--- src/rtl/led_chaser_pkg.sv ---
// Shared types and helpers for the running-light generator (led_chaser_n).
package led_chaser_pkg;

  typedef enum logic [1:0] {INIT, RUN, FLASH} state_t;

  localparam logic DIR_UP   = 1'b0;
  localparam logic DIR_DOWN = 1'b1;

  // Step period for a speed level: slower levels repeat the base interval.
  function automatic logic [31:0] calc_period(input logic [31:0] base_ticks,
                                              input logic [31:0] speed_lvl);
    return base_ticks * (speed_lvl + 32'd1);
  endfunction

endpackage

--- src/rtl/btn_debounce.sv ---
// Active-low button front end: 2-flop sync, optional debounce (LED_CHASER_DEBOUNCE_EN),
// and a one-cycle press pulse on the released->pressed transition of the filtered level.
module btn_debounce #(
  parameter int DB_TICKS = 1_000_000
) (
  input  logic clk,
  input  logic reset,
  input  logic i_btn_n,
  output logic o_press
);

  logic r_sync1;
  logic r_sync2;
  logic r_prev;
  logic r_press;
  logic w_level;

  if (DB_TICKS < 1) begin : g_db_chk
    $error("btn_debounce: DB_TICKS must be >= 1");
  end

  always_ff @(posedge clk) begin
    if (!reset) begin
      r_sync1 <= 1'b1;
      r_sync2 <= 1'b1;
    end else begin
      r_sync1 <= i_btn_n;
      r_sync2 <= r_sync1;
    end
  end

`ifdef LED_CHASER_DEBOUNCE_EN
  localparam int CW = $clog2(DB_TICKS + 1);

  logic [CW-1:0] r_cnt;
  logic          r_stable;

  // The filtered level only follows after DB_TICKS consecutive differing samples.
  always_ff @(posedge clk) begin
    if (!reset) begin
      r_cnt    <= '0;
      r_stable <= 1'b1;
    end else if (r_sync2 == r_stable) begin
      r_cnt <= '0;
    end else if (r_cnt == CW'(DB_TICKS - 1)) begin
      r_stable <= r_sync2;
      r_cnt    <= '0;
    end else begin
      r_cnt <= r_cnt + CW'(1);
    end
  end

  assign w_level = r_stable;
`else
  assign w_level = r_sync2;
`endif

  always_ff @(posedge clk) begin
    if (!reset) begin
      r_prev  <= 1'b1;
      r_press <= 1'b0;
    end else begin
      r_prev  <= w_level;
      r_press <= r_prev & ~w_level;
    end
  end

  assign o_press = r_press;

endmodule

--- src/rtl/led_chaser_n.sv ---
// N-wide active-low running light with speed ladder, wrap/ping-pong motion and a flash on direction change.
// Buttons pass through btn_debounce; LED_CHASER_DEBOUNCE_EN adds the debounce filter.
module led_chaser_n
  import led_chaser_pkg::*;
#(
  parameter int N_LED        = 4,
  parameter int SPEED_LEVELS = 4,
  parameter int BASE_TICKS   = 25_000_000,
  parameter int FLASH_TICKS  = 12_500_000,
  parameter int DB_TICKS     = 1_000_000
) (
  input  logic                clk,
  input  logic                reset,
  input  logic                btn_dir,
  input  logic                btn_speed,
  input  logic                bounce,
  output logic [N_LED-1:0]    led,
  output logic [$clog2(N_LED)-1:0] pos,
  output logic                dir,
  output logic [((SPEED_LEVELS > 1) ? $clog2(SPEED_LEVELS) : 1)-1:0] speed
);

  localparam int PW = $clog2(N_LED);
  localparam int SW = (SPEED_LEVELS > 1) ? $clog2(SPEED_LEVELS) : 1;
  localparam logic [PW-1:0] POS_LAST   = PW'(N_LED - 1);
  localparam logic [SW-1:0] SPD_LAST   = SW'(SPEED_LEVELS - 1);
  localparam logic [31:0]   FLASH_LAST = 32'(FLASH_TICKS - 1);

  if (N_LED < 2 || SPEED_LEVELS < 1 || BASE_TICKS < 2 || FLASH_TICKS < 1 ||
      (64'(BASE_TICKS) * 64'(SPEED_LEVELS)) >= 64'h1_0000_0000) begin : g_param_chk
    $error("led_chaser_n: illegal parameters (BASE_TICKS*SPEED_LEVELS must fit in 32 bits)");
  end

  state_t          r_state, w_state_nxt;
  logic [N_LED-1:0] r_led, w_led_nxt;
  logic [PW-1:0]   r_pos, w_pos_nxt, w_step_pos;
  logic            r_dir, w_dir_nxt, w_step_dir;
  logic [SW-1:0]   r_speed, w_speed_nxt, w_speed_inc;
  logic [31:0]     r_tick, w_tick_nxt;
  logic [31:0]     r_flash, w_flash_nxt;
  logic [31:0]     w_period;
  logic            w_dir_press;
  logic            w_speed_press;

  btn_debounce #(.DB_TICKS(DB_TICKS)) u_btn_dir (
    .clk     (clk),
    .reset   (reset),
    .i_btn_n (btn_dir),
    .o_press (w_dir_press)
  );

  btn_debounce #(.DB_TICKS(DB_TICKS)) u_btn_speed (
    .clk     (clk),
    .reset   (reset),
    .i_btn_n (btn_speed),
    .o_press (w_speed_press)
  );

  assign w_period    = calc_period(32'(BASE_TICKS), 32'(r_speed));
  assign w_speed_inc = (r_speed == SPD_LAST) ? '0 : r_speed + SW'(1);

  // Ping-pong turns around at an end and moves inward so no LED repeats.
  always_comb begin
    w_step_pos = r_pos;
    w_step_dir = r_dir;
    if (r_dir == DIR_UP) begin
      if (r_pos == POS_LAST) begin
        if (bounce) begin
          w_step_pos = POS_LAST - PW'(1);
          w_step_dir = DIR_DOWN;
        end else begin
          w_step_pos = '0;
        end
      end else begin
        w_step_pos = r_pos + PW'(1);
      end
    end else begin
      if (r_pos == '0) begin
        if (bounce) begin
          w_step_pos = PW'(1);
          w_step_dir = DIR_UP;
        end else begin
          w_step_pos = POS_LAST;
        end
      end else begin
        w_step_pos = r_pos - PW'(1);
      end
    end
  end

  always_comb begin
    w_state_nxt = r_state;
    w_led_nxt   = r_led;
    w_pos_nxt   = r_pos;
    w_dir_nxt   = r_dir;
    w_speed_nxt = r_speed;
    w_tick_nxt  = r_tick;
    w_flash_nxt = r_flash;
    case (r_state)
      INIT: begin
        w_state_nxt = RUN;
        w_led_nxt   = ~(N_LED'(1) << r_pos);
        w_tick_nxt  = '0;
      end
      RUN: begin
        // A direction press discards any step falling due in the same cycle.
        if (w_dir_press) begin
          w_dir_nxt   = ~r_dir;
          w_tick_nxt  = '0;
          w_state_nxt = FLASH;
          w_led_nxt   = '0;
          w_flash_nxt = '0;
        end else if (r_tick == w_period - 32'd1) begin
          w_tick_nxt = '0;
          w_pos_nxt  = w_step_pos;
          w_dir_nxt  = w_step_dir;
          w_led_nxt  = ~(N_LED'(1) << w_step_pos);
        end else begin
          w_tick_nxt = r_tick + 32'd1;
        end
        if (w_speed_press) begin
          w_speed_nxt = w_speed_inc;
          w_tick_nxt  = '0;
        end
      end
      FLASH: begin
        if (r_flash == FLASH_LAST) begin
          w_state_nxt = RUN;
          w_led_nxt   = ~(N_LED'(1) << r_pos);
          w_tick_nxt  = '0;
        end else begin
          w_flash_nxt = r_flash + 32'd1;
        end
        if (w_speed_press) begin
          w_speed_nxt = w_speed_inc;
        end
      end
      default: begin
        w_state_nxt = INIT;
        w_led_nxt   = '1;
      end
    endcase
  end

  always_ff @(posedge clk) begin
    if (!reset) begin
      r_state <= INIT;
      r_led   <= '1;
      r_pos   <= '0;
      r_dir   <= DIR_UP;
      r_speed <= '0;
      r_tick  <= '0;
      r_flash <= '0;
    end else begin
      r_state <= w_state_nxt;
      r_led   <= w_led_nxt;
      r_pos   <= w_pos_nxt;
      r_dir   <= w_dir_nxt;
      r_speed <= w_speed_nxt;
      r_tick  <= w_tick_nxt;
      r_flash <= w_flash_nxt;
    end
  end

  assign led   = r_led;
  assign pos   = r_pos;
  assign dir   = r_dir;
  assign speed = r_speed;

endmodule

--- config.mk ---
export PLATFORM = sky130hd
export DESIGN_NAME = led_chaser_n
export DESIGN_NICKNAME = d
export VERILOG_FILES = /design/src/rtl/led_chaser_pkg.sv /design/src/rtl/btn_debounce.sv /design/src/rtl/led_chaser_n.sv
export SDC_FILE = /design/constraint.sdc
export NUM_CORES = 1
export LEC_CHECK = 0
export ABC_AREA = 0
export CAP_MARGIN = 20
export CELL_PAD_IN_SITES_DETAIL_PLACEMENT = 0
export CELL_PAD_IN_SITES_GLOBAL_PLACEMENT = 1
export CORE_UTILIZATION = 52
export CTS_CLUSTER_DIAMETER = 60
export CTS_CLUSTER_SIZE = 30
export DETAILED_ROUTE_END_ITERATION = 6
export DONT_BUFFER_PORTS = 1
export PLACE_DENSITY = 0.92
export SETUP_SLACK_MARGIN = 0.4
export SLEW_MARGIN = 10
export SYNTH_ARGS = -nofsm -noshare
export SYNTH_HDL_FRONTEND = slang
export SYNTH_HIERARCHICAL = 1
export SYNTH_SLANG_ARGS = --single-unit
export TNS_END_PERCENT = 50
--- constraint.sdc ---
create_clock -name clk -period 6.85 [get_ports clk]
set_input_delay 1.37 -clock clk [delete_from_list [all_inputs] [get_ports clk]]
set_output_delay 1.37 -clock clk [all_outputs]
set_load 0.005 [all_outputs]
Word level (Yosys, flattened, before mapping)
Index checks and enable logic that the tools add are counted.
{ "totals": {"elab_cells": 84, "input_bits": 5, "reg_bits": 83, "out_inout_bits": 9} }
{ "op_classes": {"reduce_logical": 13, "shift": 2, "mul": 1, "eq_ne": 10, "bitwise_logic": 8, "add_sub_neg": 7, "muxes": 28} }
{ "op_table": {"columns": ["op", "n"], "rows": [
  ["2-to-1 mux 32 bit", 6],
  ["one-hot mux 32 bit (3 select lines)", 1],
  ["adder 32 x 1 -> 32 bit, second input constant", 2],
  ["one-hot mux 32 bit (2 select lines)", 1],
  ["== test 32 x 24 -> 1 bit, second input constant", 1],
  ["== test 32 bit", 1],
  ["subtractor 28 x 1 -> 29 bit, second input constant", 1],
  ["multiplier 19 x 3 -> 22 bit, first input constant", 1],
  ["2-to-1 mux 2 bit", 8],
  ["2-to-1 mux 4 bit", 3],
  ["one-hot mux 4 bit (3 select lines)", 1],
  ["AND reduction 2 bit", 5],
  ["inverter 4 bit", 2],
  ["<< shifter 1 x 2 -> 4 bit, first input constant", 2],
  ["2-to-1 mux 1 bit", 7],
  ["== test 2 bit, second input constant", 3],
  ["one-hot mux 2 bit (3 select lines)", 1],
  ["AND reduction 3 bit", 2],
  ["adder 2 x 1 -> 2 bit, second input constant", 2],
  ["zero test 2 bit", 2],
  ["inequality test 2 bit, second input constant", 2],
  ["inverter 1 bit", 4],
  ["nonzero test 2 bit", 2],
  ["adder 2 x 1 -> 3 bit, second input constant", 1],
  ["other kinds (7)", 8]
]} }

Longest topological paths before layout
Gate-level depths: netlist (run 1).
{ "depth": {"ltp_word": 8, "ltp_mapped": 15, "ltp_nobuf": 13} }

By module
Netlist (run 1), hierarchy kept.
{ "by_module_without_submodules": {"columns": ["mod", "area_each_um2", "cells_per_inst", "seq_area_each_um2", "n_inst"], "rows": [
  ["led_chaser_n", 4331.7, 528, 1501.4, 1],
  ["btn_debounce", 107.6, 8, 80.1, 2]
]} }

Worst setup path before layout (run 1)
No wires, ideal clock.
{ "synth_timing": {"path_type": "register -> register", "start": "register r_speed[0], in the netlist speed[0]", "end": "register r_led[0], in the netlist led[0]", "setup_time_ps": 121, "required_time_ps": 6729, "n_path_buf": 1, "arrival_ps": 3078, "synth_period_minus_slack_ps": 3199, "path_stages_with_launch": 14, "setup_slack_ps": 3651, "cell_sequence": "dfxtp_1 inv_1 ha_1 ha_1 inv_1 ha_1 nor3b_1 nor4_1 mux2i_1 xnor2_2 and4_1 buf_2 o21ai_2 mux2_2"} }
{ "synth_between": {"elab_chain_cells": 6} }
{ "synth_lines": {"columns": ["element", "line", "rtl"], "rows": [
  ["from (decl)", "led_chaser_n.sv:38", "logic [SW-1:0] r_speed, w_speed_nxt, w_speed_inc;"],
  ["from (signal assigned)", "led_chaser_n.sv:159", "r_speed <= w_speed_nxt;"],
  ["adder 2 x 1 -> 3 bit", "led_chaser_pkg.sv:12", "return base_ticks * (speed_lvl + 32'd1);"],
  ["multiplier 19 x 3 -> 22 bit", "led_chaser_pkg.sv:12", null],
  ["subtractor 28 x 1 -> 29 bit", "led_chaser_n.sv:113", "end else if (r_tick == w_period - 32'd1) begin"],
  ["== test 32 bit", "led_chaser_n.sv:113", null],
  ["inequality test 3 x 2 -> 1 bit (no source line)", null, null],
  ["AND reduction 2 bit (no source line)", null, null],
  ["to (signal assigned)", "led_chaser_n.sv:156", "r_led <= w_led_nxt;"],
  ["to (decl)", "led_chaser_n.sv:35", "logic [N_LED-1:0] r_led, w_led_nxt;"]
]} }
Every way passes these cells.
A chain may end at the register's enable or synchronous reset.

Worst setup path in the final report (run 1)
{ "layout_timing": {"start": "register r_speed[0], in the netlist speed[0]", "end": "register r_tick[4]"} }
{ "layout_between": {"elab_chain_cells": 8} }
{ "layout_lines": {"columns": ["element", "line", "rtl"], "rows": [
  ["adder 2 x 1 -> 3 bit", "led_chaser_pkg.sv:12", null],
  ["multiplier 19 x 3 -> 22 bit", "led_chaser_pkg.sv:12", null],
  ["subtractor 28 x 1 -> 29 bit", "led_chaser_n.sv:113", null],
  ["== test 32 bit", "led_chaser_n.sv:113", null],
  ["2-to-1 mux 32 bit", "led_chaser_n.sv:113", null],
  ["2-to-1 mux 32 bit", "led_chaser_n.sv:107", "if (w_dir_press) begin"],
  ["2-to-1 mux 32 bit", "led_chaser_n.sv:121", "if (w_speed_press) begin"],
  ["one-hot mux 32 bit (3 select lines)", "led_chaser_n.sv:99", "case (r_state)"],
  ["to (signal assigned)", "led_chaser_n.sv:160", "r_tick <= w_tick_nxt;"],
  ["to (decl)", "led_chaser_n.sv:39", "logic [31:0] r_tick, w_tick_nxt;"]
]} }
Every way passes these cells.

==> flow_summary.toml, run 1 <==
[pwr]
intPower_uw = 721
swShare = 0.250
seqPwrFrac = 0.516
power.leakage_nw = 1.65
peakVddDrop_v = 0.000137
p_sw_uw = 240
clockPowerShare = 0.405
pwr-share-comb = 0.078
powerDensity_nw_per_um2 = 199

[yosys]
syn_nets = 568
yosysTopAreaCellShare = 0.365
yosysTopAreaCell = "dfxtp_1"
synth_seq_cells = 83
synth.area.top_cells = "dfxtp_1 37%, ha_1 5.2%, nor2_1 5.0%"
synth_cell_types = 63
synth_area_sq_um = 4550
seq_area_frac_synth = 0.365
avgSynthCellArea_sq_um = 8.36
synthCells = 544
ys.flop_type = "dfxtp_1"
synth-edff-count = 0
async_flop_share = 0
yosys_warnings = 6

[floorplan]
num_rows = 33
initial_utilization = 0.545
die_w_um = 95.5
core_area_sq_um = 8340
io_pins = 14
dieArea_sq_um = 9120
die_h_um = 95.5

[timing]
tightest_slew_ns = 0.842
finalClockSkew_ns = 0.00814
finalSetupTns_ns = 0
fin_crit_ns = 3.83
max_freq_mhz = 261
finalHoldViolations = 0
fin_hold_ws_ns = 0.415
rsz0062_at_grt = "no"
slew_viol_final = 0
finalCritPeriodShare = 0.559
max_slew_margin = 0.439
setup_viol = 0

[clock_network]
cts.sinks = 83
clk_root_buffer_cell = "clkbuf_8"
cts_resized = 0
postCtsSetupBuffers = 0
hold_buffers = 0
cts_made_buffers = 9
clk_path_buf_depth = 2
cts.clk_slew.worst_paths_ns = 0.09
htree_levels = 3
clock_latency_ns = 0.36
cts_tree = "done"

[finish]
area_growth_pct = 6.38
drive_gt1_frac = 0.0626
num-fill-cells = 784
nets = 563
n_antenna_cell = 0

[drt]
dr_total_vias = 3927
drtPass1Iterations = 4
wl_per_cell_um = 15.9
detail_route.vias_per_cell = 6.06
drt_iter0_drc = 247
drc_errors = 0
routed_wl_um = 10300
postRouteAntennaNets = 0

[worst_setup_path]
worstSetupEndpointType = "flip-flop"
max_stage_delay_ns = 0.56
worst_ep_required_time_ns = 7.10
worstPathBufferInverterCount = 3
crit_path_start_kind = "flip-flop"
cp_data_arrival_time_ns = 4.08
path_cells = "inv_1 > ha_1 > ha_1 > inv_1 > ha_1 > nor3b_1 > nor4_1 > mux2i_1 > xnor2_2 > a21oi_2 > buf_4 > nand2_1 > o41ai_1"
crit_type = "flip-flop to flip-flop"
path_delay_family = "adder cells"
r2r-start = "speed[0]$_SDFFE_PN0P_"
slowest_stage = "dfxtp_1"
cp-startpoint = "speed[0]$_SDFFE_PN0P_"
crit_path_max_fanout = 19
crit_top_cell = "ha_1"

[placement]
portBuffers = 0
hpwl_um = 7230
gp_congestion = 0.830

[status]
status = "finished, final reports clean"

[grt]
grt_max_degree = 43
overflow = 0
grt_pass1_wl_um = 17300
antenna_found_initial = 0
track_usage = 0.243
grt_pass1_vias = 3666

[hold_path]
hold_class = "flip-flop to flip-flop"
min_from = "u_btn_dir/r_sync1$_SDFF_PN1_"

[flow_run]
cap_violations = 0
==> power groups by stage <==
stage               Clock [mW]  Combinational [mW]  Sequential, mW
floorplan                    0              0.0641           0.506
global placement             0              0.0717           0.507
detailed placement           0              0.0742           0.507
CTS                      0.395              0.0743           0.496
global route             0.414              0.0842           0.497
finish                   0.389              0.0751           0.496
==> state kept, by name (all words and copies together), names as in the netlist <==
register             count
u_btn_dir/o_press        1
r_flash                 32
u_btn_speed/r_prev       1
u_btn_dir/r_sync1        1
r_tick                  32
speed                    2
pos                      2
led                      4
dir                      1
u_btn_speed/r_sync2      1
u_btn_dir/r_prev         1
u_btn_speed/o_press      1
r_state                  2
u_btn_speed/r_sync1      1
u_btn_dir/r_sync2        1
==> Yosys cell counts, types with 2 or more instances <==
master,n
a2111oi_0,2
a211oi_1,3
a21o_1,3
a21oi_1,26
a22o_1,8
a31o_1,8
a31oi_1,7
and2_1,7
and3_1,8
and3b_1,3
and4_1,3
buf_2,6
buf_6,2
clkbuf_1,11
dfxtp_1,83
ha_1,19
inv_1,19
mux2i_1,4
nand2_1,35
nand2b_1,17
nand3_1,38
nand3b_1,2
nand4_1,23
nand4b_1,5
nor2_1,61
nor2b_1,11
nor3_1,15
nor4_1,7
nor4_2,2
nor4b_1,3
o2111ai_1,2
o211ai_1,2
o21ai_0,19
o21ai_2,2
o22ai_1,4
o31ai_1,2
o41ai_1,2
or2_2,3
or3_1,8
or4_1,2
or4b_1,2
xnor2_1,15
xor2_1,20
==> stage by stage <==
step,util,setup slack [ns],cell area [sq um],total power [mW],std cells
2_1_floorplan,-,3.65,4550,0.570,544
3_3_place_gp,0.552,3.25,4610,0.579,632
3_5_place_dp,0.554,3.06,4620,0.582,633
4_1_cts,0.580,3.05,4840,0.965,648
5_1_grt,0.580,2.59,4840,0.996,648
6_report,0.580,3.02,4840,0.960,648
==> area by class of cell <==
class                           instances  area, sq um  share of cell area
Sequential cell                        83         1660               0.344
Tap cell                              105          131              0.0272
Timing Repair Buffer                    4         37.5             0.00776
Clock inverter                          6         91.3              0.0189
Clock buffer                            9          124              0.0256
Inverter                               20         75.1              0.0155
Multi-Input combinational cell        421         2720               0.562
==> layer usage <==
layer,up-vias,global-route usage,wire [um]
li1,1954,-,-
met1,1841,0.323,4920
met2,116,0.387,4700
met3,16,0.0622,567
met4,0,0.0697,128
met5,-,0,0
==> worst register-to-register path, delay by kind of cell (launching register included) <==
family | cells | cell delay (ns)
adder cells (fa/ha/maj) | 3 | 1.00
XOR/XNOR | 1 | 0.14
flip-flops | 1 | 0.56
multiplexers | 1 | 0.23
AO/OA/AOI/OAI | 2 | 0.69
buffers and inverters | 3 | 0.58
AND/OR/NAND/NOR | 3 | 0.51
==> kinds of logic (layout without fill, tap and decap cells) <==
kind of cell               count (synthesis)  count (layout)  share of synthesized area
buffers and inverters                     40              39                     0.0388
and+or+nand+nor                          261             261                      0.308
xor gates and xnor gates                  36              36                     0.0710
DFF                                       83              83                      0.365
muxes                                      6               6                     0.0138
AOI/OAI and AO/OA                         99              99                      0.151
adders and majority gates                 19              19                     0.0523
==> cell usage in the layout, fill, tap and decap left out, types with 18 or more instances in the layout <==
cell / Yosys / routed
a21oi_1: 26 / 25
dfxtp_1: 83 / 83
ha_1: 19 / 19
inv_1: 19 / 19
nand2_1: 35 / 35
nand3_1: 38 / 38
nand4_1: 23 / 23
nor2_1: 61 / 61
o21ai_0: 19 / 18
xor2_1: 20 / 20
==> worst paths after layout <==
path | endpoint | slack (ns) | cells past startpoint
worst max-delay path | r_tick[4]$_SDFFE_PN0P_ | 3.02 | 13
worst min-delay path | u_btn_dir/r_sync2$_SDFF_PN1_ | 0.41 | 1
worst max register to register | r_tick[4]$_SDFFE_PN0P_ | 3.02 | 13
worst min register to register | u_btn_dir/r_sync2$_SDFF_PN1_ | 0.41 | 1
Note: power is estimated with default switching activity, not from simulation.
==> inputs of run 2 (changes only) <==
Settings changed: CORE_UTILIZATION 52 to 44, PLACE_DENSITY 0.92 to 0.84.
Clock period 6.85 ns to 3.1 ns, I/O delays scaled along.
==> flow_summary.toml, run 2 (same netlist as run 1, synthesis figures left out) <==
[status]
status = "finished, final reports clean"

[grt]
overflow = 0
grt_pass1_wl_um = 18100
track_usage = 0.205
grt_pass1_vias = 3751
antenna_found_initial = 0
grt_max_degree = 43

[floorplan]
die_h_um = 104
initial_utilization = 0.459
num_rows = 36
core_area_sq_um = 9910
dieArea_sq_um = 10700
io_pins = 14
die_w_um = 104

[timing]
max_freq_mhz = 358
rsz0062_at_grt = "yes"
finalClockSkew_ns = 0.00962
fin_crit_ns = 2.79
max_slew_margin = 0.561
finalHoldViolations = 0
finalSetupTns_ns = 0
setup_viol = 0
finalCritPeriodShare = 0.901
tightest_slew_ns = 0.658
slew_viol_final = 0

[hold_path]
holdPathEnd = "u_btn_speed/r_sync2$_SDFF_PN1_"
hold_class = "input port to flip-flop"
min_from = "reset"
min_path_cells = 1

[drt]
wl_per_cell_um = 15.6
drtPass1Iterations = 5
drc_errors = 0
postRouteAntennaNets = 0
dr_total_vias = 4027
routed_wl_um = 10800
detail_route.vias_per_cell = 5.82
drt_iter0_drc = 231

[worst_setup_path]
crit_path_start_kind = "flip-flop"
rrSetupSlack_ns = 0.31
crit_path_max_fanout = 8
worst_ep_required_time_ns = 3.36
rr_endpoint = "led[0]$_SDFFE_PN1P_"
crit_type = "flip-flop to flip-flop"
r2r-start = "speed[0]$_SDFFE_PN0P_"
cp_data_arrival_time_ns = 3.05
r2r_cells = 13
worstSetupEndpointType = "flip-flop"

[finish]
num-fill-cells = 971
drive_gt1_frac = 0.129
mostFrequentLayoutCells = "81 x dfxtp_1, 61 x nor2_1, 38 x nand3_1"
final_cells = 692
register_area_sq_um = 1670
nets = 578
multi_input_area_sq_um = 2880
final_common_cell = "dfxtp_1"
area_growth_pct = 13.7
n_antenna_cell = 0

[placement]
dp.cells = 667
portBuffers = 0
gp_congestion = 0.880
hpwl_um = 7490

[pwr]
power.leakage_nw = 1.77
peakVddDrop_v = 0.000309
powerDensity_nw_per_um2 = 411

[clock_network]
clock_latency_ns = 0.36
clk_path_buf_depth = 2
cts_tree = "done"
htree_levels = 3
clk_root_buffer_cell = "clkbuf_8"
cts.clk_slew.worst_paths_ns = 0.09
cts.sinks = 83
cts_made_buffers = 9

[flow_run]
cap_violations = 0
-- run 2: per-layer routing --
metal  wire length, um  GRT usage  vias up
met1              5070      0.272     1933
met2              5060      0.330       87
met5                 0          0        -
li1                  -          -     1989
met4               196     0.0663        0
met3               486     0.0459       18
-- run 2: layout make-up --
type | count | area share
clock buffer | 10 | 0.0266
clock inverter | 6 | 0.0140
inverter | 20 | 0.0165
multi-input combinational | 421 | 0.557
sequential | 83 | 0.323
tap | 133 | 0.0322
timing repair buffer | 19 | 0.0312
-- run 2: per-stage QoR --
step | util | cell area (sq um) | power [mW] | setup WS [ns] | hold slack (ns)
5_1_grt | 0.522 | 5170 | 2.20 | 0.210 | 0.315
6_report | 0.522 | 5170 | 2.13 | 0.307 | 0.333
2_1_floorplan | - | 4630 | 1.26 | 0.374 | 0.386
3_3_place_gp | 0.482 | 4770 | 1.29 | 0.268 | 0.391
4_1_cts | 0.514 | 5100 | 2.12 | 0.357 | 0.317
3_5_place_dp | 0.482 | 4770 | 1.30 | 0.153 | 0.393
-- run 2: critical path, stage by stage, from the launching register on --
cell and delay (ns):
dfxtp_4 0.39, inv_6 0.08, ha_4 0.15, inv_4 0.04
ha_4 0.27, inv_4 0.03, ha_4 0.24, nor3b_4 0.24
nor3_2 0.08, mux2i_2 0.23, xnor2_2 0.21, and4_4 0.33
o21ai_4 0.08, mux2_4 0.30
-- run 2: timing repair --
item | CTS | global route
pin swaps | 10 | 9
hold buffers | 0 | 0
resized for setup | 14 | 15
setup endpoints to repair | 37 | 41
buffers inserted | 7 | 2
-- run 2: worst max-delay path by stage --
| stage | from | to | slack, ns | depth (start not counted) |
|---|---|---|---|---|
| 6_report | speed[0]$_SDFFE_PN0P_ | led[0]$_SDFFE_PN1P_ | 0.31 | 13 |
| 5_1_grt | speed[0]$_SDFFE_PN0P_ | r_tick[2]$_SDFFE_PN0P_ | 0.21 | 13 |
| 4_1_cts | speed[1]$_SDFFE_PN0P_ | r_tick[24]$_SDFFE_PN0P_ | 0.36 | 10 |
| 3_5_place_dp | speed[1]$_SDFFE_PN0P_ | pos[0]$_SDFFE_PN0P_ | 0.15 | 11 |
| 3_3_place_gp | speed[1]$_SDFFE_PN0P_ | pos[0]$_SDFFE_PN0P_ | 0.27 | 11 |
| 2_1_floorplan | speed[0]$_SDFFE_PN0P_ | led[0]$_SDFFE_PN1P_ | 0.37 | 14 |
-- run 2: where the power goes --
group	switching (mW)	total [mW]	internal, mW
combinational	0.118	0.199	0.0810
sequential	0.0151	1.10	1.08
clock	0.427	0.830	0.403
==> inputs of run 3 (changes only) <==
Settings changed: CORE_UTILIZATION 44 to 49, PLACE_DENSITY 0.84 to 0.88, TNS_END_PERCENT 50 to not set.
Clock period 3.1 ns to 3.2 ns, I/O delays scaled along.
==> flow_summary.toml, run 3 (same netlist as run 1, synthesis figures left out) <==
[drt]
detail_route.vias_per_cell = 6.04
drc_errors = 0
drt_iter0_drc = 206
dr_total_vias = 4022
routed_wl_um = 10800
wl_per_cell_um = 16.2
postRouteAntennaNets = 0
drtPass1Iterations = 5

[floorplan]
num_rows = 34
dieArea_sq_um = 9670
core_area_sq_um = 8850
initial_utilization = 0.514
die_h_um = 98.3
io_pins = 14
die_w_um = 98.3

[hold_path]
min_from = "reset"
min_path_cells = 1
holdPathEnd = "u_btn_speed/r_sync1$_SDFF_PN1_"
hold_class = "input port to flip-flop"

[timing]
setup_viol = 0
worst_slack_ns = 0.437
max_freq_mhz = 362
rsz0062_at_grt = "yes"
slew_viol_final = 0
fin_crit_ns = 2.76
finalClockSkew_ns = 0.0106
finalSetupTns_ns = 0
finalCritPeriodShare = 0.864
finalHoldViolations = 0
tightest_slew_ns = 0.628
max_slew_margin = 0.581

[grt]
grt_pass1_vias = 3819
grt_max_degree = 43
grt_pass1_wl_um = 18400
track_usage = 0.236
overflow = 0
antenna_found_initial = 0

[worst_setup_path]
worstPathBufferInverterCount = 4
rr_endpoint = "r_tick[13]$_SDFFE_PN0P_"
crit_type = "flip-flop to flip-flop"
r2r_cells = 14
crit_path_max_fanout = 8
worst_ep_required_time_ns = 3.45
crit_path_start_kind = "flip-flop"
r2r-start = "speed[0]$_SDFFE_PN0P_"
rrSetupSlack_ns = 0.44
path_cells = "inv_6 > ha_4 > inv_4 > ha_4 > inv_2 > ha_4 > nor3b_4 > nor4_2 > mux2i_2 > xnor2_2 > a21oi_2 > clkbuf_4 > a31o_1 > a22o_1"
worstSetupEndpointType = "flip-flop"
path_delay_family = "adder cells"
crit_top_cell = "ha_4"
crit_cells = 14
cp_data_arrival_time_ns = 3.01
slowest_stage = "dfxtp_4"
max_stage_delay_ns = 0.40

[clock_network]
clk_path_buf_depth = 2
cts_tree = "done"
hold_buffers = 0
cts_made_buffers = 9
clock_latency_ns = 0.36
cts.clk_slew.worst_paths_ns = 0.09
clk_root_buffer_cell = "clkbuf_8"
cts.sinks = 83
htree_levels = 3

[placement]
dp_slack_ns = 0.228
gp_congestion = 0.899
dpl_cell_area_sq_um = 4710
portBuffers = 0
hpwl_um = 7390

[finish]
drive_gt1_frac = 0.124
design_area_sq_um = 5080
area_growth_pct = 11.7
mostFrequentLayoutCells = "81 x dfxtp_1, 61 x nor2_1, 38 x nand3_1"
n_antenna_cell = 0
final_common_cell = "dfxtp_1"
nets = 577

[pwr]
total_power_mw = 1.95
power.leakage_nw = 1.75
peakVddDrop_v = 0.000255
powerDensity_nw_per_um2 = 383

[status]
status = "finished, final reports clean"

[flow_run]
cap_violations = 0
-- run 3: cell count changes in the layout (fill, tap and decap cells not counted), sizes merged --
| cell | change |
|---|---|
| inv | -2 |
| clkinvlp | +1 |
| buf | -2 |
| bufinv | -1 |
| clkbuf | +1 |
| clkinv | +2 |
-- run 3: power breakdown --
part           internal [mW]  total (mW)  switching, mW
Sequential              1.05        1.06         0.0141
Combinational         0.0804       0.198          0.117
Clock                  0.282       0.687          0.405
Total                   1.41        1.95          0.537
-- run 3: final cells by class --
type                            count  area (sq um)
Timing Repair Buffer               18           149
Clock inverter                      6          42.5
Sequential cell                    83          1670
Multi-Input combinational cell    421          2870
Fill cell                         808          3770
Tap cell                          108           135
Inverter                           20          82.6
Clock buffer                       10           128
-- run 3: stage by stage --
stage / hold WS [ns] / util / std cells
floorplan: 0.386 / - / 544
global placement: 0.394 / 0.532 / 641
detailed placement: 0.393 / 0.532 / 641
CTS: 0.347 / 0.563 / 663
global route: 0.341 / 0.574 / 666
finish: 0.356 / 0.574 / 666
-- run 3: what timing repair did --
action / 4_1_cts / 5_1_grt
resized for setup: 15 / 17
setup buffers: 6 / 2
pin swaps: 12 / 9
endpoints found under the setup margin: 26 / 38
cloned: 0 / 1
-- run 3: how the worst max path moves through the flow --
stage / start / end / slack [ns]
after global routing: speed[0]$_SDFFE_PN0P_ / r_tick[14]$_SDFFE_PN0P_ / 0.27
after global placement: speed[0]$_SDFFE_PN0P_ / led[0]$_SDFFE_PN1P_ / 0.37
after CTS: speed[0]$_SDFFE_PN0P_ / led[0]$_SDFFE_PN1P_ / 0.38
after detailed placement: speed[0]$_SDFFE_PN0P_ / pos[0]$_SDFFE_PN0P_ / 0.23
final: speed[0]$_SDFFE_PN0P_ / r_tick[13]$_SDFFE_PN0P_ / 0.44
after floorplan: speed[0]$_SDFFE_PN0P_ / led[0]$_SDFFE_PN1P_ / 0.41
-- run 3: per-layer routing --
layer | vias up | GRT usage | share of wire | routed length, um
met5 | - | 0 | 0 | 0
met3 | 17 | 0.0487 | 0.045 | 492
li1 | 2000 | - | - | -
met1 | 1899 | 0.307 | 0.47 | 5130
met2 | 106 | 0.393 | 0.46 | 5010
met4 | 0 | 0.0781 | 0.018 | 193
